**config.mk**
```make
export PLATFORM = sky130hd
export DESIGN_NAME = mem_arbiter_flat
export DESIGN_NICKNAME = d
export VERILOG_FILES = /design/src/rtl/mem_arbiter_if.sv /design/src/rtl/mem_arbiter.sv /design/src/flat_wrapper.sv
export SDC_FILE = /design/constraint.sdc
export NUM_CORES = 1
export LEC_CHECK = 0
export CAP_MARGIN = 20
export CELL_PAD_IN_SITES_DETAIL_PLACEMENT = 1
export CELL_PAD_IN_SITES_GLOBAL_PLACEMENT = 1
export CORE_MARGIN = 1
export CORE_UTILIZATION = 23
export DETAILED_ROUTE_END_ITERATION = 6
export GPL_TIMING_DRIVEN = 1
export PLACE_DENSITY = 0.86
export SETUP_SLACK_MARGIN = 0.4
export SYNTH_ARGS = -nofsm -noshare
export SYNTH_HDL_FRONTEND = slang
export SYNTH_SLANG_ARGS = --single-unit
```
**constraint.sdc**
```tcl
create_clock -name clk -period 1.4 [get_ports clk]
set_input_delay 0.14 -clock clk [delete_from_list [all_inputs] [get_ports clk]]
set_output_delay 0.14 -clock clk [all_outputs]
set_load 0.01 [all_outputs]
```
**src/rtl/mem_arbiter_if.sv**
```systemverilog
// Purpose : bundle of CPU, peripheral and RAM-side signals seen by mem_arbiter.
// Latency : n/a (wiring only).
// Backpressure: requesters hold *_req until their *_gnt; read data returns on *_rvalid.
// Ports   : slave modport = arbiter view, master modport = requesters/RAM view.
interface mem_arbiter_if #(
  parameter int ADDR_W = 16,
  parameter int DATA_W = 16
);
  // CPU port
  logic              cpu_req;
  logic              cpu_we;
  logic [ADDR_W-1:0] cpu_addr;
  logic [DATA_W-1:0] cpu_wdata;
  logic              cpu_gnt;
  logic              cpu_rvalid;
  logic [DATA_W-1:0] cpu_rdata;
  // Peripheral (read-only) port
  logic              per_req;
  logic [ADDR_W-1:0] per_addr;
  logic              per_gnt;
  logic              per_rvalid;
  logic [DATA_W-1:0] per_rdata;
  // RAM port
  logic              mem_we;
  logic [ADDR_W-1:0] mem_addr;
  logic [DATA_W-1:0] mem_wdata;
  logic [DATA_W-1:0] mem_rdata;

  modport slave (
    input  cpu_req, cpu_we, cpu_addr, cpu_wdata, per_req, per_addr, mem_rdata,
    output cpu_gnt, cpu_rvalid, cpu_rdata, per_gnt, per_rvalid, per_rdata,
           mem_we, mem_addr, mem_wdata
  );

  modport master (
    output cpu_req, cpu_we, cpu_addr, cpu_wdata, per_req, per_addr, mem_rdata,
    input  cpu_gnt, cpu_rvalid, cpu_rdata, per_gnt, per_rvalid, per_rdata,
           mem_we, mem_addr, mem_wdata
  );
endinterface

```
**src/rtl/mem_arbiter.sv**
```systemverilog
// Purpose : shares one single-port RAM between the CPU (fixed priority) and a
//           read-only peripheral, with an anti-starvation wait counter.
// Latency : grant combinational in the request cycle; read data one cycle after grant.
// Backpressure: a losing requester keeps its request up; the peripheral is
//           guaranteed a grant within MAX_WAIT+1 contention cycles.
// Ports   : clk (rising edge), reset (sync, active low), bus (mem_arbiter_if.slave).
module mem_arbiter #(
  parameter int ADDR_W   = 16,
  parameter int DATA_W   = 16,
  parameter int MAX_WAIT = 4
) (
  input logic          clk,
  input logic          reset,
  mem_arbiter_if.slave bus
);

  localparam logic [3:0] MAX_CNT = 4'(MAX_WAIT);

  logic [3:0]        wait_cnt_q, wait_cnt_d;
  logic              cpu_rvalid_q, cpu_rvalid_d;
  logic              per_rvalid_q, per_rvalid_d;
  logic [ADDR_W-1:0] addr_q, addr_d;
  logic              cpu_gnt, per_gnt;

  // Arbitration: peripheral wins when alone or once it has been denied
  // MAX_WAIT consecutive cycles; otherwise the CPU wins.
  always_comb begin
    cpu_gnt = 1'b0;
    per_gnt = 1'b0;
    if (reset) begin
      if (bus.per_req && (!bus.cpu_req || wait_cnt_q == MAX_CNT)) begin
        per_gnt = 1'b1;
      end else if (bus.cpu_req) begin
        cpu_gnt = 1'b1;
      end
    end
  end

  always_comb begin
    wait_cnt_d = '0;
    if (reset && bus.per_req && !per_gnt) begin
      wait_cnt_d = (wait_cnt_q == MAX_CNT) ? wait_cnt_q : wait_cnt_q + 4'd1;
    end
    // Grants are already forced low during reset, so these clear too.
    cpu_rvalid_d = cpu_gnt & ~bus.cpu_we;
    per_rvalid_d = per_gnt;
    // Remember the last granted address so mem_addr is stable when idle.
    addr_d = addr_q;
    if (cpu_gnt) begin
      addr_d = bus.cpu_addr;
    end else if (per_gnt) begin
      addr_d = bus.per_addr;
    end
  end

  always_ff @(posedge clk) begin
    if (!reset) begin
      wait_cnt_q   <= '0;
      cpu_rvalid_q <= 1'b0;
      per_rvalid_q <= 1'b0;
      addr_q       <= '0;
    end else begin
      wait_cnt_q   <= wait_cnt_d;
      cpu_rvalid_q <= cpu_rvalid_d;
      per_rvalid_q <= per_rvalid_d;
      addr_q       <= addr_d;
    end
  end

  assign bus.cpu_gnt   = cpu_gnt;
  assign bus.per_gnt   = per_gnt;
  assign bus.mem_we    = cpu_gnt & bus.cpu_we;
  assign bus.mem_wdata = bus.cpu_wdata;
  assign bus.mem_addr  = cpu_gnt ? bus.cpu_addr :
                         per_gnt ? bus.per_addr : addr_q;

  // A read in flight when reset drops is discarded: rvalid is masked while
  // reset is low and the pipeline register clears at the reset edge.
  assign bus.cpu_rvalid = cpu_rvalid_q & reset;
  assign bus.per_rvalid = per_rvalid_q & reset;
  assign bus.cpu_rdata  = bus.mem_rdata;
  assign bus.per_rdata  = bus.mem_rdata;

endmodule

```
**src/flat_wrapper.sv**
```systemverilog
// flat-port wrapper written by rule: the top's interface ports become plain ports
module mem_arbiter_flat 
#(
  parameter int ADDR_W   = 16,
  parameter int DATA_W   = 16,
  parameter int MAX_WAIT = 4
)
  (clk, reset, bus_cpu_req, bus_cpu_we, bus_cpu_addr, bus_cpu_wdata, bus_per_req, bus_per_addr, bus_mem_rdata, bus_cpu_gnt, bus_cpu_rvalid, bus_cpu_rdata, bus_per_gnt, bus_per_rvalid, bus_per_rdata, bus_mem_we, bus_mem_addr, bus_mem_wdata);
  mem_arbiter_if #(.ADDR_W(ADDR_W), .DATA_W(DATA_W)) bus_i ();
  input logic clk;
  input logic reset;
  input wire logic [$bits(bus_i.cpu_req)-1:0] bus_cpu_req;
  input wire logic [$bits(bus_i.cpu_we)-1:0] bus_cpu_we;
  input wire logic [$bits(bus_i.cpu_addr)-1:0] bus_cpu_addr;
  input wire logic [$bits(bus_i.cpu_wdata)-1:0] bus_cpu_wdata;
  input wire logic [$bits(bus_i.per_req)-1:0] bus_per_req;
  input wire logic [$bits(bus_i.per_addr)-1:0] bus_per_addr;
  input wire logic [$bits(bus_i.mem_rdata)-1:0] bus_mem_rdata;
  output wire logic [$bits(bus_i.cpu_gnt)-1:0] bus_cpu_gnt;
  output wire logic [$bits(bus_i.cpu_rvalid)-1:0] bus_cpu_rvalid;
  output wire logic [$bits(bus_i.cpu_rdata)-1:0] bus_cpu_rdata;
  output wire logic [$bits(bus_i.per_gnt)-1:0] bus_per_gnt;
  output wire logic [$bits(bus_i.per_rvalid)-1:0] bus_per_rvalid;
  output wire logic [$bits(bus_i.per_rdata)-1:0] bus_per_rdata;
  output wire logic [$bits(bus_i.mem_we)-1:0] bus_mem_we;
  output wire logic [$bits(bus_i.mem_addr)-1:0] bus_mem_addr;
  output wire logic [$bits(bus_i.mem_wdata)-1:0] bus_mem_wdata;
  assign bus_i.cpu_req = bus_cpu_req;
  assign bus_i.cpu_we = bus_cpu_we;
  assign bus_i.cpu_addr = bus_cpu_addr;
  assign bus_i.cpu_wdata = bus_cpu_wdata;
  assign bus_i.per_req = bus_per_req;
  assign bus_i.per_addr = bus_per_addr;
  assign bus_i.mem_rdata = bus_mem_rdata;
  assign bus_cpu_gnt = bus_i.cpu_gnt;
  assign bus_cpu_rvalid = bus_i.cpu_rvalid;
  assign bus_cpu_rdata = bus_i.cpu_rdata;
  assign bus_per_gnt = bus_i.per_gnt;
  assign bus_per_rvalid = bus_i.per_rvalid;
  assign bus_per_rdata = bus_i.per_rdata;
  assign bus_mem_we = bus_i.mem_we;
  assign bus_mem_addr = bus_i.mem_addr;
  assign bus_mem_wdata = bus_i.mem_wdata;
  mem_arbiter #(.ADDR_W(ADDR_W), .DATA_W(DATA_W), .MAX_WAIT(MAX_WAIT)) u_core (.clk(clk), .reset(reset), .bus(bus_i));
endmodule
```
==> results of run 1 <==
-- cell type report --
| cell class | count | area (um^2) | area share |
|---|---|---|---|
| clock buffers | 3 | 41.29 | 0.01284 |
| inverters | 20 | 77.57 | 0.02412 |
| multi-input cells | 135 | 1369 | 0.4255 |
| flip-flops and latches | 22 | 444.2 | 0.1381 |
| well taps | 108 | 135.1 | 0.04201 |
| repair buffers | 121 | 1150 | 0.3574 |
-- worst reg2reg max path, cell delays in order (launching register included) --
cell	delay [ns]
dfxtp_2	0.34
inv_2	0.06
ha_4	0.15
nand4b_4	0.13
buf_6	0.15
buf_6	0.10
buf_8	0.13
buf_16	0.15
o221a_4	0.25
o21a_1	0.10
-- layer usage --
layer  part of all wire  global-route usage  vias to the layer above
li1                   -                   -                      974
met1               0.41              0.1815                     1035
met2               0.51              0.2839                       67
met3              0.053             0.02792                       23
met4              0.024             0.04707                        0
met5                  0                   0                        -
-- through the flow --
| stage | total power, mW | area, um^2 | utilization |
|---|---|---|---|
| final | 1.963 | 3217 | 0.3635 |
| after global placement | 1.468 | 2900 | 0.3278 |
| after global routing | 2.041 | 3217 | 0.3635 |
| after floorplan | 1.232 | 2276 | - |
| after CTS | 1.917 | 3052 | 0.3449 |
| after detailed placement | 1.498 | 2900 | 0.3278 |
-- repair_timing --
action | CTS | global route
pin swaps | 5 | 7
buffers inserted | 3 | 3
resized for setup | 114 | 25
hold endpoints to repair | 0 | 0
cloned | 2 | 0
endpoints found under the setup margin | 42 | 43
-- flip-flops by register name, indices dropped and copies added (netlist names) --
signal / flops
u_core.wait_cnt_q: 4
u_core.cpu_rvalid_q: 1
u_core.addr_q: 16
u_core.per_rvalid_q: 1
-- where the power goes --
group	internal, mW	switching, mW	leakage (nW)
Combinational	0.481	0.357	1.12
Clock	0.193	0.236	0.0216
Sequential	0.665	0.0306	0.184
-- cell usage after synthesis --
library cell,instances,share of area
and2_1,3,0.0088
buf_4,53,0.19
o21a_1,16,0.056
xor2_1,1,0.0041
o221a_1,10,0.053
nand2_1,2,0.0035
nand4_1,1,0.0029
inv_1,20,0.035
a311oi_1,16,0.066
dfxtp_1,22,0.21
nand3b_2,1,0.0053
nand3_1,1,0.0023
a21oi_1,2,0.0047
nor2b_4,1,0.0065
ha_1,2,0.012
buf_2,9,0.021
or2_1,1,0.0029
nand3_2,1,0.0047
nor2_1,21,0.037
buf_6,5,0.026
o221a_2,22,0.12
mux2_2,16,0.085
nor3_1,16,0.038
nand4b_2,1,0.0071
xnor2_1,1,0.0041
clkbuf_1,2,0.0035
-- worst max path at each step --
stage,start,end,slack [ns],cells after the start
3_3_place_gp,bus_per_addr[0],bus_mem_addr[0],-0.45,5
2_1_floorplan,u_core.wait_cnt_q[1],bus_mem_addr[10],-0.05,7
5_1_grt,u_core.wait_cnt_q[1],bus_mem_addr[6],-0.47,7
6_report,u_core.wait_cnt_q[1],bus_mem_addr[5],-0.45,7
4_1_cts,u_core.wait_cnt_q[0],bus_mem_addr[5],-0.42,7
3_5_place_dp,u_core.wait_cnt_q[1],bus_mem_addr[5],-0.49,7
-- cell families (layout without fill, tap and decap cells) --
group                      count (synthesis)  count (layout)  share of synthesized area
and+or+nand+nor                           49              49                     0.1188
xor gates and xnor gates                   2               2                   0.008232
DFF                                       22              22                     0.2069
buffers and inverters                     89             144                     0.2734
AOI/OAI and AO/OA                         66              66                     0.2963
muxes                                     16              16                    0.08465
adders and majority gates                  2               2                    0.01176
==> summary.txt, run 1 <==
Timing
  • Fin crit share: 1.319
  • Post-route setup slack: -0.4469 ns
  • Setup-failing EPs final: 35
  • Transition time of the tightest slew-check pin: a little under 0.5 ns
  • Maximum clock frequency: between 500 and 600 MHz
  • Pins Over Slew Limit: 0
  • Min cycle time layout: roughly 1.8 ns
  • Slew margin rel.: 0.6687
  • Fin. Hold Viols: 0
  • Worst Skew: approximately 0.0025 ns
  • Final hold slack: between 0.2 and 0.3 ns
  • RSZ-0062 raised after global routing: yes
  • Post-route setup TNS: -11.35 ns

Critical path
  • Slowest cell on the critical path: dfxtp_2
  • CP cell instances: inv_2 > ha_4 > nand3b_4 > or2_4 > buf_8 > o221a_1 > buf_2
  • Crit path kind: flop to primary output
  • CP arrival: between 1.5 and 2 ns
  • Crit-path max FO: 10
  • Max incr delay on CP: about 0.34 ns
  • Critical Path Sink Type: primary output
  • Register-to-Register Path Depth: 9
  • FF-to-FF setup slack: -0.27 ns
  • CP startpoint kind: flop
  • Reg2reg start: u_core.wait_cnt_q[1]
  • Crit path buffers/inverters: 3
  • Crit path max-delay family: buffers and inverters
  • Data required time of the critical path: ~1.3 ns
  • R2R Path End: u_core.addr_q[5]

Global routing
  • Antenna violations before repair: 0
  • Largest net degree at the start of global routing: 32
  • Vias in the first global route: between 2000 and 2500
  • GRT Total Usage: 0.1545
  • First-pass GRT wire length: around 12000 um
  • Congestion Overflow GR: 0

Synth
  • Sequential cell area fraction in the yosys report: 0.2069
  • Yosys reg bits: 22
  • Mean Syn Cell Area: 8.652 um^2
  • Synth cell types: 26
  • Mapped Nets: 317
  • Mapped Area: approximately 2100 um^2
  • Cells after Synth: between 200 and 250
  • Synth warn: 0

Clock network
  • CTS clock-pin slew for the worst setup and hold paths: approximately 0.09 ns
  • Num CTS Buffers: 3
  • CTS tree: done
  • Cts hold-fix bufs: 0
  • Worst-Skew Late Latency: approximately 0.27 ns
  • Longest Clk Path Bufs: 2
  • CTS sink cnt: 22
  • # H-tree levels: 1
  • Clk root buf: clkbuf_8

Cells and area
  • Commonest cells after routing, fill and taps aside: buf_4 (47), clkdlybuf4s50_1 (33), o221a_4 (22), nor2_1 (20), dfxtp_1 (19)
  • Share of cells above drive strength 1: 0.4884
  • Nets: ~370
  • Fill count: slightly above 1000
  • Most common cell after layout, fill and taps aside: buf_4
  • Antenna diodes: 0
  • P&R area growth vs syn: 51.15%
  • Final non-filler cell total: slightly above 400

Worst hold path
  • Worst min path class: input pin to primary output
  • Hold depth: 0
  • Hold Crit Start: bus_cpu_wdata[13]
  • Worst Hold End: bus_mem_wdata[13]

Flow run
  • Max cap viols: 0

Place
  • GP Congestion: 0.7712
  • Hpwl dp: around 5400 um
  • Count of input and output buffers: 57
  • Placed insts: roughly 400
  • Pre-CTS setup slack: -0.4887 ns

Die
  • Core area: between 8000 and 9000 um^2
  • Die area: approximately 9600 um^2
  • Die Ht: slightly below 100 um
  • Count of standard-cell rows: 34
  • Initial core utilization: 0.2405
  • IO Pins: 138
  • Die W: 98.20 um

Pwr
  • Lkg Pwr: ~1.3 nW
  • PwrDens: slightly above 600 nW/um^2
  • Peak supply drop: ~0.25 mV

Drt
  • DRT Pass-1 Iters: 7
  • DR WL/cell: between 15 and 20 um
  • Post-route ant nets: 0
  • Final WL: between 7000 and 8000 um
  • Vias per cell: 5.132
  • DR vias: ~2100
  • Remaining DRCs: 15
  • Iteration-0 DRC Markers: 83

Status
  • Failing checks: design-rule violations, negative setup slack
  • Status: complete, but fails checks
No activity file was read; power rests on OpenSTA's default activity.
==> inputs of run 2 (changes only) <==
CORE_ASPECT_RATIO = 1.25   (was not set)
CORE_UTILIZATION = 27   (was 23)
PLACE_DENSITY = 0.94   (was 0.86)
clock period = 2.35 ns   (was 1.4 ns; I/O delays follow)
==> summary.txt, run 2 (same netlist as run 1, synthesis figures left out) <==
Clock network
  • CTS sink cnt: 22 (unchanged)
  • CTS tree: done
  • Num CTS Buffers: 3 (unchanged)
  • Longest Clk Path Bufs: 2 (unchanged)
  • Worst-Skew Late Latency: 0.26 ns (about the same)
  • Clk root buf: clkbuf_8
  • # H-tree levels: 1 (unchanged)
  • Cts hold-fix bufs: 0 (unchanged)
  • CTS clock-pin slew for the worst setup and hold paths: 0.08 ns (about the same)

Drt
  • DRT Pass-1 Iters: 4 (-3)
  • Max Used Layer: met4
  • DR vias: 1936 (-7.8%)
  • Routed met2 length: 3117 um (-23%)
  • Routed wl met3: 406 um (-3.1%)
  • DR WL/cell: 17.15 um (-11%)
  • Post-route ant nets: 0 (unchanged)
  • Iteration-0 DRC Markers: 64 (-23%)
  • Wl on met1: 2383 um (-26%)
  • Remaining DRCs: 0 (-15)
  • Final WL: 6104 um (-22%)
  • Vias per cell: 5.438 (+6.0%)

Pwr
  • PwrDens: 416.9 nW/um^2 (-32%)
  • Lkg Pwr: 1.071 nW (-19%)
  • Peak supply drop: 0.2109 mV (-17%)

Global routing
  • Antenna violations before repair: 0 (unchanged)
  • Vias in the first global route: 2025 (-11%)
  • First-pass GRT wire length: 9522 um (-19%)
  • Largest net degree at the start of global routing: 26 (-19%)
  • Congestion Overflow GR: 0 (unchanged)
  • GRT Total Usage: 0.1497 (-0.004829)

Timing
  • Pins Over Slew Limit: 0 (unchanged)
  • Min cycle time layout: 1.929 ns
  • Maximum clock frequency: roughly 520 MHz
  • RSZ-0062 raised after global routing: yes
  • Fin crit share: 0.8210
  • Setup-failing EPs final: 0 (-100%)
  • Slew margin rel.: 0.7122 (+0.04346)
  • Fin. Hold Viols: 0 (unchanged)
  • Worst Skew: 0.002826 ns (+0.0003080 ns)
  • Transition time of the tightest slew-check pin: 0.4309 ns (-0.06505 ns)

Status
  • Status: finished clean

Place
  • Placed cell area: 2472 um^2 (-15%)
  • Hpwl dp: 4410 um (-18%)
  • GP Congestion: 0.8001 (+3.7%)
  • Count of input and output buffers: 57 (unchanged)

Critical path
  • Crit path kind: flop to primary output
  • Data required time of the critical path: 2.12 ns (+0.86 ns)
  • Critical Path Sink Type: primary output
  • FF-to-FF setup slack: 0.86 ns (+1.13 ns)
  • CP arrival: 1.69 ns (-0.02 ns)
  • Crit-path max FO: 8 (-2)
  • CP startpoint kind: flop

Die
  • Die W: 81.41 um (-17%)
  • Core area: 7488 um^2 (-15%)
  • Initial core utilization: 0.2842 (+0.04368)
  • IO Pins: 138 (unchanged)
  • Die area: 8244 um^2 (-15%)
  • Count of standard-cell rows: 35 (+2.9%)
  • Die Ht: 101.3 um (+3.1%)

Flow run
  • Max cap viols: 0 (unchanged)

Worst hold path
  • Worst min path class: input pin to flop

Cells and area
  • Most common cell after layout, fill and taps aside: clkdlybuf4s50_1
  • Commonest cells after routing, fill and taps aside: clkdlybuf4s50_1 (35), o221a_2 (22), nor2_1 (21), dfxtp_1 (20), inv_1 (18)
  • Nets: 336 (-10%)
  • Antenna diodes: 0 (unchanged)
  • Fin area: 2621 um^2 (-19%)
  • P&R area growth vs syn: 23.16%
  • Top flop regs: u_core.addr_q x16, u_core.wait_cnt_q x4
  • Share of cells above drive strength 1: 0.3598 (-0.1285)
  • Largest register FFs: 16 (unchanged)
  • Utilization after layout: 0.3500 (-0.01350)
  • Largest Register: u_core.addr_q
-- run 2: worst max-delay path: stages, from the launching register on --
cell      delay, ns
dfxtp_2        0.34
inv_2          0.07
ha_4           0.15
nand3b_4       0.09
or2_4          0.25
buf_6          0.14
o221a_2        0.26
buf_6          0.12
-- run 2: timing repair --
action,CTS,global route
resized for setup,78,11
buffers inserted,5,4
endpoints found under the setup margin,21,17
gates cloned,0,1
pin swaps,3,3
-- run 2: metal layers --
metal	track usage	vias to the layer above
li1	-	895
met1	0.1582	943
met2	0.2795	67
met3	0.02613	31
met4	0.07143	0
met5	0	-
-- run 2: where the power goes --
group / switching (mW) / internal (mW) / total (mW)
Sequential: 0.0170 / 0.396 / 0.413
Combinational: 0.170 / 0.231 / 0.402
Clock: 0.129 / 0.150 / 0.278
-- run 2: final timing paths --
kind                             start              endpoint  cells after the start
setup / recovery  u_core.wait_cnt_q[1]       bus_mem_addr[0]                      7
hold / removal             bus_per_req   u_core.per_rvalid_q                      4
setup reg to reg  u_core.wait_cnt_q[1]      u_core.addr_q[3]                      7
hold reg to reg   u_core.wait_cnt_q[0]  u_core.wait_cnt_q[0]                      2
-- run 2: area by class of cell --
cell class / count / area, um^2
Clock buffer: 4 / 55.05
Fill cell: 863 / 4867
Inverter: 20 / 75.07
Multi-Input combinational cell: 135 / 1130
Sequential cell: 22 / 442.9
Tap cell: 92 / 115.1
Timing Repair Buffer: 83 / 803.3
-- run 2: stage by stage --
step / total power, mW / worst slack (ns) / instances / hold WS [ns] / setup TNS (ns)
detailed placement: 0.8205 / -0.1018 / 342 / 0.4701 / -1.090
global placement: 0.8050 / -0.07167 / 342 / 0.4420 / -0.6832
CTS: 1.076 / 0.2646 / 351 / 0.3980 / 0
floorplan: 0.7117 / 0.7086 / 246 / 0.3074 / 0
global route: 1.151 / 0.3546 / 356 / 0.4162 / 0
finish: 1.093 / 0.4206 / 356 / 0.4121 / 0
==> inputs of run 3 (changes only) <==
CORE_UTILIZATION = 25   (was 27)
PLACE_DENSITY = 0.89   (was 0.94)
clock period = 1.8 ns   (was 2.35 ns; I/O delays follow)
==> summary.txt, run 3 (same netlist as run 1, synthesis figures left out) <==
Pwr
  • Lkg Pwr: 1.200 nW (+12%)
  • Total design power: 1.408 mW (+29%)
  • PwrDens: 496.1 nW/um^2 (+19%)
  • Peak supply drop: 0.2275 mV (+7.9%)

Timing
  • Fin. Hold Viols: 0 (unchanged)
  • RSZ-0062 raised after global routing: yes
  • Min cycle time layout: ~1.8 ns
  • Maximum clock frequency: ~550 MHz
  • Pins Over Slew Limit: 0 (unchanged)
  • Slew margin rel.: 0.7699 (+0.05775)
  • Setup-failing EPs final: 8 (+8)
  • Fin crit share: 1.019
  • Post-route setup slack: -0.03359 ns (-0.4542 ns)
  • Worst Skew: 0.006592 ns (+0.003766 ns)
  • Post-route setup TNS: -0.1646 ns (-0.1646 ns)
  • Transition time of the tightest slew-check pin: 0.3428 ns (-0.08803 ns)

Worst hold path
  • Hold depth: 0 (-4)
  • Worst min path class: input pin to primary output
  • Hold Crit Start: bus_cpu_wdata[12]
  • Worst Hold End: bus_mem_wdata[12]

Global routing
  • Congestion Overflow GR: 0 (unchanged)
  • Antenna violations before repair: 0 (unchanged)
  • GRT Total Usage: 0.1404 (-0.009321)
  • Largest net degree at the start of global routing: 18 (-31%)
  • Vias in the first global route: 2133 (+5.3%)
  • First-pass GRT wire length: 10070 um (+5.7%)

Die
  • IO Pins: 138 (unchanged)
  • Initial core utilization: 0.2583 (-0.02594)
  • Count of standard-cell rows: 37 (+5.7%)
  • Die W: 84.53 um (+3.8%)
  • Die Ht: 105.2 um (+3.8%)
  • Core area: 8240 um^2 (+10%)
  • Die area: 8888 um^2 (+7.8%)

Critical path
  • Crit-path max FO: 7 (-1)
  • Max incr delay on CP: 0.33 ns (about the same)
  • CP startpoint kind: flop
  • Critical Path Sink Type: primary output
  • Reg2reg start: u_core.wait_cnt_q[0]
  • Slowest cell on the critical path: dfxtp_2
  • CP arrival: 1.65 ns (-0.04 ns)
  • R2R Path End: u_core.wait_cnt_q[1]
  • Register-to-Register Path Depth: 9 (+2)
  • Data required time of the critical path: 1.62 ns (-0.50 ns)
  • FF-to-FF setup slack: 0.40 ns (-0.46 ns)
  • Crit path kind: flop to primary output
  • CP dominant cell by count: buf_6
  • CP cell instances: inv_2 > ha_4 > nand3b_4 > or2_4 > buf_6 > o221a_2 > buf_6

Drt
  • Post-route ant nets: 0 (unchanged)
  • DR WL/cell: 16.52 um (-3.6%)
  • DR vias: 1982 (+2.4%)
  • Iteration-0 DRC Markers: 90 (+41%)
  • Remaining DRCs: 12 (+12)
  • DRT Pass-1 Iters: 7 (+3)
  • Final WL: 6395 um (+4.8%)
  • Vias per cell: 5.121 (-5.8%)

Cells and area
  • Share of cells above drive strength 1: 0.4483 (+0.08843)
  • Seq. cell area: 442.9 um^2 (unchanged)
  • Commonest cells after routing, fill and taps aside: buf_4 (42), clkdlybuf4s50_1 (33), nor2_1 (21), o221a_2 (20), dfxtp_1 (20)
  • Footprint of the multi-input gates: 1186 um^2 (+5.0%)
  • Top flop regs: u_core.addr_q x16, u_core.wait_cnt_q x4
  • Most common cell after layout, fill and taps aside: buf_4
  • P&R area growth vs syn: 33.33%
  • Antenna diodes: 0 (unchanged)
  • Largest Register: u_core.addr_q
  • Nets: 363 (+8.0%)
  • Fill count: 979 (+13%)
  • Largest register FFs: 16 (unchanged)
  • Utilization after layout: 0.3444 (-0.005675)

Place
  • GP Congestion: 0.8141 (+1.7%)
  • Hpwl dp: 4752 um (+7.7%)
  • Count of input and output buffers: 57 (unchanged)

Status
  • Failing checks: design-rule violations, negative setup slack
  • Status: complete, but fails checks

Flow run
  • Max cap viols: 0 (unchanged)

Clock network
  • Num CTS Buffers: 3 (unchanged)
  • # H-tree levels: 1 (unchanged)
  • Clk root buf: clkbuf_8
  • CTS clock-pin slew for the worst setup and hold paths: 0.08 ns (about the same)
  • CTS tree: done
  • CTS sink cnt: 22 (unchanged)
  • Worst-Skew Late Latency: 0.26 ns (about the same)
  • Longest Clk Path Bufs: 2 (unchanged)
-- run 3: cell count changes in the layout (fill, tap and decap cells not counted), moves of 2 or more --
cell and delta:
clkdlybuf4s50_1 -2, dlygate4sd2_1 -2, o221a_2 -2, buf_2 +2, buf_6 +6, buf_12 -2
buf_4 +27, o221a_4 +2
-- run 3: critical path, delay by kind of cell, from the launching register on --
kind	cells	cell delay, ns
AO/OA/AOI/OAI	1	0.25
adder cells (fa/ha/maj)	1	0.17
flip-flops	1	0.33
buffers and inverters	3	0.32
AND/OR/NAND/NOR	2	0.33
-- run 3: metal layers --
metal | GRT usage | vias up | wire length (um)
li1 | - | 949 | -
met1 | 0.1522 | 966 | 2547
met2 | 0.2718 | 63 | 3481
met3 | 0.02054 | 4 | 323
met4 | 0.04843 | 0 | 42
met5 | 0 | - | 0
-- run 3: worst max-delay path by stage --
stage,start,endpoint,slack (ns),cells past startpoint
after global placement,reset,bus_mem_addr[14],-0.55,5
after detailed placement,reset,bus_mem_addr[0],-0.63,5
final,u_core.wait_cnt_q[0],bus_mem_addr[15],-0.03,7
after global routing,u_core.wait_cnt_q[1],bus_mem_addr[2],-0.08,7
after CTS,u_core.wait_cnt_q[0],bus_mem_addr[0],-0.04,7
after floorplan,u_core.wait_cnt_q[1],bus_mem_addr[10],0.31,7
-- run 3: layout make-up --
cell class | count | share of cell area
repair buffers | 110 | 0.3413
multi-input cells | 135 | 0.4180
flip-flops and latches | 22 | 0.1561
clock buffers | 3 | 0.01455
inverters | 20 | 0.02734
well taps | 97 | 0.04277
-- run 3: repair_timing --
action | in CTS | in global routing
gates resized for setup | 110 | 4
pin swaps | 4 | 2
setup buffers | 12 | 0
hold buffers | 0 | 0
endpoints found under the setup margin | 37 | 29
endpoints found under the hold margin | 0 | 0
-- run 3: report_power, final --
| group | total (mW) | switching (mW) | internal (mW) |
|---|---|---|---|
| registers | 0.538 | 0.0211 | 0.517 |
| logic | 0.559 | 0.232 | 0.327 |
| clock network | 0.311 | 0.161 | 0.149 |
| total | 1.41 | 0.415 | 0.993 |
-- run 3: per-stage QoR --
step                      cell area, um^2  std cells  hold slack (ns)  setup WS (ns)
after global routing                 2838        387           0.3600       -0.08068
after floorplan                      2171        246           0.2524         0.3143
after CTS                            2808        387           0.3601       -0.03645
after detailed placement             2664        372           0.3601        -0.6255
after global placement               2664        372           0.3601        -0.5489
final                                2838        387           0.3600       -0.03359
